$ cat config.mk
export PLATFORM = sky130hd
export DESIGN_NAME = yc_mem_req_niu
export DESIGN_NICKNAME = d
export VERILOG_FILES = /design/src/rtl/yc_noc_defs.sv /design/src/rtl/yc_mem_req_niu_tag_pool.sv /design/src/rtl/yc_mem_req_niu.sv
export SDC_FILE = /design/constraint.sdc
export NUM_CORES = 1
export LEC_CHECK = 0
export CAP_MARGIN = 20
export CORE_UTILIZATION = 44
export DETAILED_ROUTE_END_ITERATION = 12
export HOLD_SLACK_MARGIN = 0.02
export PLACE_DENSITY = 0.81
export SYNTH_ARGS = -nofsm -noshare
export SYNTH_HDL_FRONTEND = slang
export SYNTH_SLANG_ARGS = --single-unit
$ cat constraint.sdc
create_clock -name clk -period 3.39 [get_ports clk]
set_input_delay 0.678 -clock clk [delete_from_list [all_inputs] [get_ports clk]]
set_output_delay 0.678 -clock clk [all_outputs]
set_load 0.05 [all_outputs]
$ cat src/rtl/yc_noc_defs.sv
// Shared NoC definitions: message kinds, the single-flit packet layout and sizing constants.
package yc_noc_defs;

    localparam int TAG_MAX_W = 4;
    localparam int COORD_W   = 4;

    typedef enum logic [2:0] {
        MSG_RD_REQ  = 3'd0,
        MSG_WR_REQ  = 3'd1,
        MSG_RD_RSP  = 3'd2,
        MSG_WR_RSP  = 3'd3,
        MSG_ERR_RSP = 3'd4
    } msg_kind_t;

    typedef struct packed {
        logic [COORD_W-1:0]   dst_x;
        logic [COORD_W-1:0]   dst_y;
        logic [COORD_W-1:0]   src_x;
        logic [COORD_W-1:0]   src_y;
        msg_kind_t            kind;
        logic [TAG_MAX_W-1:0] tag;
        logic [31:0]          addr;
        logic [31:0]          data;
    } flit_t;

    function automatic logic is_rsp_kind(input msg_kind_t kind);
        return (kind == MSG_RD_RSP) || (kind == MSG_WR_RSP) || (kind == MSG_ERR_RSP);
    endfunction

endpackage

$ cat src/rtl/yc_mem_req_niu_tag_pool.sv
// Outstanding-transaction tag pool: free bitmap, lowest-free allocator, per-tag
// watchdog timers with lowest-expired selection, and the outstanding counter.
module yc_tag_pool #(
    parameter int MAX_OUT = 4,
    parameter int TIMEOUT = 1024,
    parameter int TAG_W   = 2
) (
    input  logic               clk,
    input  logic               rst_n,
    input  logic               alloc,
    input  logic               free,
    input  logic [TAG_W-1:0]   free_tag,
    output logic               any_free,
    output logic [TAG_W-1:0]   alloc_tag,
    output logic [MAX_OUT-1:0] busy,
    output logic               expired_any,
    output logic [TAG_W-1:0]   expired_tag,
    output logic [TAG_W:0]     outstanding
);

    localparam int TMR_W = (TIMEOUT > 0) ? $clog2(TIMEOUT + 1) : 1;
    localparam logic [TMR_W-1:0] TMR_LIM = TMR_W'(TIMEOUT);
    localparam logic [TMR_W-1:0] TMR_ONE = TMR_W'(1);
    localparam logic [TAG_W:0]   CNT_ONE = (TAG_W + 1)'(1);

    logic [TMR_W-1:0] timer [MAX_OUT];

    // NOTE: every output is assigned a default before the loop, so no path
    // through this block leaves a value held and no latch is inferred.
    always_comb begin
        any_free    = 1'b0;
        alloc_tag   = '0;
        expired_any = 1'b0;
        expired_tag = '0;
        for (int i = MAX_OUT - 1; i >= 0; i--) begin
            if (!busy[i]) begin
                any_free  = 1'b1;
                alloc_tag = TAG_W'(i);
            end
            if ((TIMEOUT > 0) && busy[i] && (timer[i] == TMR_LIM)) begin
                expired_any = 1'b1;
                expired_tag = TAG_W'(i);
            end
        end
    end

    // NOTE: non-blocking assignments keep every register sampling pre-edge
    // values, so allocate and free of different tags compose in one cycle.
    always_ff @(posedge clk or negedge rst_n) begin
        if (!rst_n) begin
            busy        <= '0;
            outstanding <= '0;
            // NOTE: the timers are per-tag control state, not a data memory,
            // so they are reset with the bitmap they qualify.
            for (int i = 0; i < MAX_OUT; i++) timer[i] <= '0;
        end else begin
            for (int i = 0; i < MAX_OUT; i++) begin
                if (alloc && (alloc_tag == TAG_W'(i))) begin
                    busy[i]  <= 1'b1;
                    timer[i] <= '0;
                end else if (free && (free_tag == TAG_W'(i))) begin
                    busy[i]  <= 1'b0;
                    timer[i] <= '0;
                end else if (busy[i] && (timer[i] != TMR_LIM)) begin
                    timer[i] <= timer[i] + TMR_ONE;
                end
            end
            case ({alloc, free})
                2'b10:   outstanding <= outstanding + CNT_ONE;
                2'b01:   outstanding <= outstanding - CNT_ONE;
                default: ;
            endcase
        end
    end

endmodule

$ cat src/rtl/yc_mem_req_niu.sv
// Initiator NIU: core load/store requests become single-flit NoC requests and
// validated NoC responses (or watchdog expiries) become core responses.
module yc_mem_req_niu
    import yc_noc_defs::*;
#(
    parameter int SRC_X   = 0,
    parameter int SRC_Y   = 0,
    parameter int DST_X   = 1,
    parameter int DST_Y   = 0,
    parameter int MAX_OUT = 4,
    parameter int TIMEOUT = 1024,
    localparam int TAG_W  = (MAX_OUT > 1) ? $clog2(MAX_OUT) : 1
) (
    input  logic             clk,
    input  logic             rst_n,
    input  logic             req_valid,
    output logic             req_ready,
    input  logic             req_we,
    input  logic [31:0]      req_addr,
    input  logic [31:0]      req_wdata,
    output logic [TAG_W-1:0] req_tag,
    output logic             resp_valid,
    input  logic             resp_ready,
    output logic [TAG_W-1:0] resp_tag,
    output logic [31:0]      resp_rdata,
    output logic             resp_err,
    output logic             tx_valid,
    output flit_t            tx_flit,
    input  logic             tx_ready,
    input  logic             rx_valid,
    input  flit_t            rx_flit,
    output logic             rx_ready,
    output logic [TAG_W:0]   outstanding,
    output logic [15:0]      drop_count
);

    logic               any_free;
    logic [TAG_W-1:0]   alloc_tag;
    logic [MAX_OUT-1:0] busy;
    logic               expired_any;
    logic [TAG_W-1:0]   expired_tag;
    logic               accept;
    logic               rx_hs;
    logic               rx_tag_busy;
    logic               rx_good;
    logic               to_retire;
    logic [TAG_W-1:0]   rx_tag;
    flit_t              req_flit;

    yc_tag_pool #(
        .MAX_OUT (MAX_OUT),
        .TIMEOUT (TIMEOUT),
        .TAG_W   (TAG_W)
    ) u_tag_pool (
        .clk         (clk),
        .rst_n       (rst_n),
        .alloc       (accept),
        .free        (rx_good || to_retire),
        .free_tag    (rx_good ? rx_tag : expired_tag),
        .any_free    (any_free),
        .alloc_tag   (alloc_tag),
        .busy        (busy),
        .expired_any (expired_any),
        .expired_tag (expired_tag),
        .outstanding (outstanding)
    );

    assign req_tag   = alloc_tag;
    assign req_ready = any_free && (!tx_valid || tx_ready);
    assign accept    = req_valid && req_ready;

    always_comb begin
        req_flit       = '0;
        req_flit.dst_x = COORD_W'(DST_X);
        req_flit.dst_y = COORD_W'(DST_Y);
        req_flit.src_x = COORD_W'(SRC_X);
        req_flit.src_y = COORD_W'(SRC_Y);
        req_flit.kind  = req_we ? MSG_WR_REQ : MSG_RD_REQ;
        req_flit.tag   = TAG_MAX_W'(alloc_tag);
        req_flit.addr  = req_addr;
        req_flit.data  = req_we ? req_wdata : 32'h0;
    end

    // The response register and the rx port share one "loadable" condition.
    assign rx_ready = !resp_valid || resp_ready;
    assign rx_hs    = rx_valid && rx_ready;
    assign rx_tag   = rx_flit.tag[TAG_W-1:0];

    // Full-width tag match so tags beyond MAX_OUT never alias a live slot.
    always_comb begin
        rx_tag_busy = 1'b0;
        for (int i = 0; i < MAX_OUT; i++) begin
            if (busy[i] && (rx_flit.tag == TAG_MAX_W'(i))) rx_tag_busy = 1'b1;
        end
    end

    assign rx_good   = rx_hs && is_rsp_kind(rx_flit.kind) && rx_tag_busy &&
                       (rx_flit.dst_x == COORD_W'(SRC_X)) &&
                       (rx_flit.dst_y == COORD_W'(SRC_Y));
    assign to_retire = rx_ready && !rx_good && expired_any;

    always_ff @(posedge clk or negedge rst_n) begin
        if (!rst_n) begin
            tx_valid <= 1'b0;
            tx_flit  <= '0;
        end else if (accept) begin
            tx_valid <= 1'b1;
            tx_flit  <= req_flit;
        end else if (tx_ready) begin
            tx_valid <= 1'b0;
        end
    end

    always_ff @(posedge clk or negedge rst_n) begin
        if (!rst_n) begin
            resp_valid <= 1'b0;
            resp_tag   <= '0;
            resp_rdata <= '0;
            resp_err   <= 1'b0;
            drop_count <= '0;
        end else begin
            if (rx_good) begin
                resp_valid <= 1'b1;
                resp_tag   <= rx_tag;
                resp_rdata <= (rx_flit.kind == MSG_RD_RSP) ? rx_flit.data : 32'h0;
                resp_err   <= (rx_flit.kind == MSG_ERR_RSP);
            end else if (to_retire) begin
                resp_valid <= 1'b1;
                resp_tag   <= expired_tag;
                resp_rdata <= '0;
                resp_err   <= 1'b1;
            end else if (resp_ready) begin
                resp_valid <= 1'b0;
            end
            if (rx_hs && !rx_good && (drop_count != 16'hFFFF)) begin
                drop_count <= drop_count + 16'd1;
            end
        end
    end

    // Response flits carry fields this initiator has no use for.
    logic unused_rx_bits;
    assign unused_rx_bits = ^{rx_flit.src_x, rx_flit.src_y, rx_flit.addr};

endmodule
**Word-level counts from Yosys, hierarchy flattened**

Index checks and enable logic that the tools add are counted.

- Register bits: 174
- Input bits: 158
- Output and inout port bits: 147
- Word-level logic and storage cells: 162

- Add/sub/neg operators: 7
- Equal/unequal tests: 23
- Multiplexer cells: 56
- Reductions and logical operators: 56

Operator list:

| operator | number |
|---|---|
| 2-to-1 mux 11 bit | 12 |
| 2-to-1 mux 32 bit | 4 |
| adder 11 x 1 -> 11 bit (second input constant) | 4 |
| equality test 11 bit (second input constant) | 4 |
| inequality test 11 bit (second input constant) | 4 |
| logical AND 1 bit | 31 |
| 2-to-1 mux 1 bit | 28 |
| 2-to-1 mux 2 bit | 11 |
| adder 16 x 1 -> 16 bit (second input constant) | 1 |
| inequality test 16 bit (second input constant) | 1 |
| nonzero test 3 bit | 5 |
| nonzero test 2 bit | 7 |
| logical NOT 4 bit | 3 |
| equality test 2 bit (second input constant) | 5 |
| equality test 4 x 2 -> 1 bit (second input constant) | 2 |
| equality test 2 x 1 -> 1 bit (second input constant) | 3 |
| equality test 3 x 2 -> 1 bit (second input constant) | 2 |
| case mux 3 bit (2 select lines) | 1 |
| logical OR 1 bit | 5 |
| equality test 4 x 1 -> 1 bit (second input constant) | 1 |
| logical NOT 2 bit | 2 |
| adder 3 x 1 -> 3 bit (second input constant) | 1 |
| equality test 3 bit (second input constant) | 1 |
| logical NOT 1 bit | 3 |
| subtractor 3 x 1 -> 3 bit (second input constant) | 1 |

**Logic depth before layout (Yosys ltp)**

Gate-level depths: netlist of the first run.

- Word-level depth: 16
- Depth in mapped cells: 13
- Depth with buffers taken out: 13

**By module**

Synthesis of the first run repeated with hierarchy kept, for this count alone.

- Cells, all modules: 715
- Area, all modules: 7,900.1 sq um

By module, submodules not included:

| module | instances | cells each | area each (sq um) | seq. area each (sq um) |
|---|---|---|---|---|
| yc_mem_req_niu | 1 | 425 | 5,118.7 | 3,027.9 |
| yc_tag_pool | 1 | 290 | 2,781.4 | 1,276.2 |

**Worst setup path before layout of the first run**

Ideal clock, no wire load.

- Path kind: register -> register
- Start: reg tx_valid
- End: reg u_tag_pool.outstanding[2]
- Library setup time: 0.143 ns
- Data arrival time: 3.202 ns
- Required time: 3.247 ns
- Path slack: 0.045 ns
- Stages on the path, launching flop included: 12
- Path buffers: 2
- Clock period less this slack: 3.345 ns
- Path through: dfrtp_1 nor2b_1 a41oi_1 nand2_1 clkbuf_1 clkbuf_1 ha_1 inv_1 fa_1 xor2_1 nor2_1 xor2_1

- Cells in the longest elaborated chain, start to end: 6
- Elaborated cells between the ends (all ways): 8
- Classes of those cells: eq/ne: 2; mux: 1; reduce/logical: 5

Ends and longest elaborated chain:

| item | line | source |
|---|---|---|
| from (decl) | yc_mem_req_niu.sv:27 | `output logic tx_valid,` |
| from (signal assigned) | yc_mem_req_niu.sv:104 | `tx_valid <= 1'b0;` |
| from (signal assigned) | yc_mem_req_niu.sv:107 | `tx_valid <= 1'b1;` |
| from (signal assigned) | yc_mem_req_niu.sv:110 | `tx_valid <= 1'b0;` |
| logical NOT 1 bit * | yc_mem_req_niu.sv:69 | `assign req_ready = any_free && (!tx_valid \|\| tx_ready);` |
| logical OR 1 bit * | yc_mem_req_niu.sv:69 |  |
| logical AND 1 bit * | yc_mem_req_niu.sv:69 |  |
| net req_ready | yc_mem_req_niu.sv:17 | `output logic req_ready,` |
| logical AND 1 bit * | yc_mem_req_niu.sv:70 | `assign accept = req_valid && req_ready;` |
| equality test 2 x 1 -> 1 bit or equality test 2 bit (tied branches) | yc_mem_req_niu_tag_pool.sv:68 | `case ({alloc, free})` |
| case mux 3 bit (2 select lines) or nonzero test 2 bit (tied branches) | -- |  |
| to (signal assigned) | yc_mem_req_niu_tag_pool.sv:69 | `2'b10: outstanding <= outstanding + CNT_ONE;` |
| to (signal assigned) | yc_mem_req_niu_tag_pool.sv:70 | `2'b01: outstanding <= outstanding - CNT_ONE;` |
| to (decl) | yc_mem_req_niu_tag_pool.sv:18 | `output logic [TAG_W:0] outstanding` |

The timed path passes the listed nets; every way through them passes the cells marked *.
A chain may end at the register's enable or synchronous reset.

**Worst setup path after layout of the first run**

- Start: reg u_tag_pool.timer[40] (netlist name)
- End: reg u_tag_pool.outstanding[2]

- Cells in the longest elaborated chain, start to end: 7
- Elaborated cells between the ends (all ways): 9
- Classes of those cells: eq/ne: 3; mux: 2; reduce/logical: 4

Ends and longest elaborated chain:

| item | line | source |
|---|---|---|
| from (decl) | yc_mem_req_niu_tag_pool.sv:26 | `logic [TMR_W-1:0] timer [MAX_OUT];` |
| from (signal, indexed assignment) | yc_mem_req_niu_tag_pool.sv:65 | `timer[i] <= timer[i] + TMR_ONE;` |
| equality test 11 bit * | yc_mem_req_niu_tag_pool.sv:40 | `if ((TIMEOUT > 0) && busy[i] && (timer[i] == TMR_LIM)) begin` |
| logical AND 1 bit * | yc_mem_req_niu_tag_pool.sv:40 |  |
| 2-to-1 mux 1 bit * | yc_mem_req_niu_tag_pool.sv:40 |  |
| logical AND 1 bit * | yc_mem_req_niu.sv:100 | `assign to_retire = rx_ready && !rx_good && expired_any;` |
| logical OR 1 bit * | yc_mem_req_niu.sv:58 | `.free (rx_good \|\| to_retire),` |
| net u_tag_pool.free | yc_mem_req_niu_tag_pool.sv:11 | `input logic free,` |
| equality test 2 x 1 -> 1 bit or equality test 2 bit (tied branches) | yc_mem_req_niu_tag_pool.sv:68 |  |
| case mux 3 bit (2 select lines) or nonzero test 2 bit (tied branches) | -- |  |

Marks and branches as above.

==> results.md, run 1 <==
* Max frequency at 315 MHz
* Clock Tree Root: clkbuf_16
* Vias/cell at 5.01
* Grt total ovfl at 0
* Routed WL at 18.7 mm
* Sw Pwr at 4.26 mW
* DR vias at 6292
* Relative slew slack at 0.498
* Max Fanout on Critical Path at 4
* Synth top cells by count: nand2_1 (189), dfrtp_1 (172), nor3_1 (46)
* Util after Layout at 0.645
* Worst-Skew Late Latency at 0.43 ns
* Placed Cells incl. Taps at 1225
* Netlist cell types at 50
* CP Data Required Time at 3.73 ns
* Crit Path Class: flip-flop to flip-flop
* Comb pwr share at 0.460
* Clock buffer depth at 2
* Hold_ws at 0.298 ns
* Site Rows at 48
* Global-route wire length before repair at 30.5 mm
* Final setup fails at 0
* Worst setup margin at 0.216 ns
* Max_cap viols at 0
* Vias in the first global route at 6256
* Post-synthesis instance total at 769
* Status: finished clean
* PD cells at 886 nW/um^2
* Post-CTS Resized at 0
* Ant diodes at 0
* Yosys warning total at 0
* DRC viols at 0
* RSZ-0062 raised after global routing: no
* Fillcell total at 1409
* Post-synth EDFFs at 0
* Min-Delay Path Class: primary input to async pin
* CTS Buf Count at 17
* Largest net degree at the start of global routing at 105
* Dpl ws at -0.151 ns
* Aggregate global-route resource usage at 0.212
* CTS clk-pin slew, worst paths at 0.07 ns
* Top-count cell post-synth: nand2_1
* Int Power at 5.62 mW
* Final HPWL DP at 13.4 mm
* Post-Layout Cell Count at 1256
* Num ports at 305
* Total design power at 9.89 mW
* Final Cycle Share at 0.936
* Die Y at 135 microns
* Sequential share of power at 0.335
* Top-area cell type share of the netlist area at 0.552
* Final Max Slew Viols at 0
* Avg Cell Area, Syn at 10.1 sq um
* Setup repair bufs after CTS at 0
* Max Clock Skew at 0.0121 ns
* TritonCTS clock tree: yes
* CTS sink cnt at 172
* Tightest Pin Transition at 0.753 ns
* Area Growth Syn to Fin at 43.1%
* Input/output buffers at 245
* Die ar. at 18200 sq um
* Initial DRC Count at 260
* H-tree depth at 4
* Net Sw Frac at 0.431
* CP Launch Type: flip-flop
* DIE WIDTH at 135 microns
* Synth top area cells: dfrtp_1 (55%), nand2_1 (9.1%), mux2_2 (5.2%), xor2_1 (3.4%), xnor2_1 (3.0%)
* Primary FF master, synth: dfrtp_1
* Starting Density at 0.451
* Area after DPL at 10500 sq um
* Detail Route Antenna Nets at 0
* Async SR Flop Fraction at 1.00
* Synth Cell Area at 7790 sq um
* First drt pass iteration count at 4
* GPL Wtd Cong at 0.825
* Pleak at 4.98 nW
* Tmin final at 3.17 ns
* CP arrival at 3.51 ns
* Setup_tns at 0 ns
* Cts hold-fix bufs at 0
* #FFs+latches synth at 172
* Initial antenna violation count at 0
* # nets final at 1188
* Sequential cell area fraction in the yosys report at 0.552
* Final Hold Vio Count at 0
* Core area at 17300 sq um
* Post-route cell area at 11200 sq um
* Max IR drop VDD at 0.000610 V
* Critical Path End Type: flip-flop
* Clock power share at 0.205
* Fraction of layout cells with a size suffix above 1 at 0.0980
* Largest area contributor in the netlist: dfrtp_1
* WL per Instance at 14.9 microns
## layer usage
| metal | share of wire | GRT usage |
|---|---|---|
| met1 | 0.42 | 0.261 |
| met2 | 0.47 | 0.342 |
| met3 | 0.087 | 0.0807 |
| met4 | 0.016 | 0.0705 |
| met5 | 0 | 0 |
## flip-flops by register name (all words and copies together) (netlist names)
signal and flops:
resp_valid 1, tx_valid 1, tx_flit 68, u_tag_pool.timer 44, u_tag_pool.busy 4, resp_rdata 32, u_tag_pool.outstanding 3, resp_err 1
resp_tag 2, drop_count 16
## final timing paths
path	start	end	slack, ns	cells after the start
setup / recovery	u_tag_pool.timer[40]	u_tag_pool.outstanding[2]	0.22	11
hold / removal	rst_n	u_tag_pool.timer[17]	0.30	1
setup reg to reg	u_tag_pool.timer[40]	u_tag_pool.outstanding[2]	0.22	11
hold reg to reg	resp_rdata[23]	resp_rdata[23]	0.47	2
max in group asynchronous	rst_n	tx_flit[50]	2.33	2
min in group clk	resp_rdata[23]	resp_rdata[23]	0.47	2
## cell families (layout without fill, tap and decap cells)
logic type / after synthesis / after routing / share of synthesized area
flops: 172 / 172 / 0.552
other cells: 1 / 19 / 0.000481
compound gates: 57 / 57 / 0.0427
fa+ha+maj: 11 / 11 / 0.0186
xor+xnor: 57 / 57 / 0.0641
buf+inv: 75 / 319 / 0.0486
simple gates: 359 / 359 / 0.218
mux: 37 / 37 / 0.0549
## final cells by class
type / count / area, sq um / share of cell area
Sequential cell: 172 / 4300 / 0.386
Clock buffer: 20 / 447 / 0.0400
Timing Repair Buffer: 268 / 2690 / 0.241
Multi-Input combinational cell: 540 / 3200 / 0.287
Tap cell: 225 / 282 / 0.0252
Inverter: 20 / 75.1 / 0.00673
Clock inverter: 11 / 159 / 0.0142
## critical path, cell delays in order, from the launching register on
cell and delay [ns]:
dfrtp_1 0.41, or4b_1 0.56, or4_4 0.53, nand2_1 0.15, nor2_1 0.08, a21oi_1 0.25, ha_1 0.23, inv_1 0.06
fa_1 0.37, xor2_1 0.17, nor2_1 0.12, xor2_1 0.16
## layout by cell type (no fill, tap or decap), drive strengths merged, types with 4 or more instances in the layout
cell and n:
nand3 12, and4 7, nand4 23, conb 19, xor2 30, nor4 9
buf 25, nor3 47, inv 24, dfrtp 172, and3 20, nand2 189
clkdlybuf4s50 243, clkbuf 20, xnor2 27, mux2 36, and2 5, o21ai 36
a21oi 9, a31oi 4, nor2b 5, ha 10, nor2 27
## power by group through the flow
stage | Clock, mW | Combinational (mW) | Sequential [mW]
after global routing | 2.15 | 4.85 | 3.41
final | 2.03 | 4.55 | 3.31
after global placement | 0 | 4.50 | 3.29
after CTS | 2.07 | 4.60 | 3.31
after floorplan | 0 | 1.49 | 4.83
after detailed placement | 0 | 4.58 | 3.33
(Power assumes the default switching activity.)
==> inputs of run 2 (changes only) <==
GPL_ROUTABILITY_DRIVEN = 0   (was default)
==> results of run 2 <==
No change in the layout: final DEF, timing and power equal those of run 1.
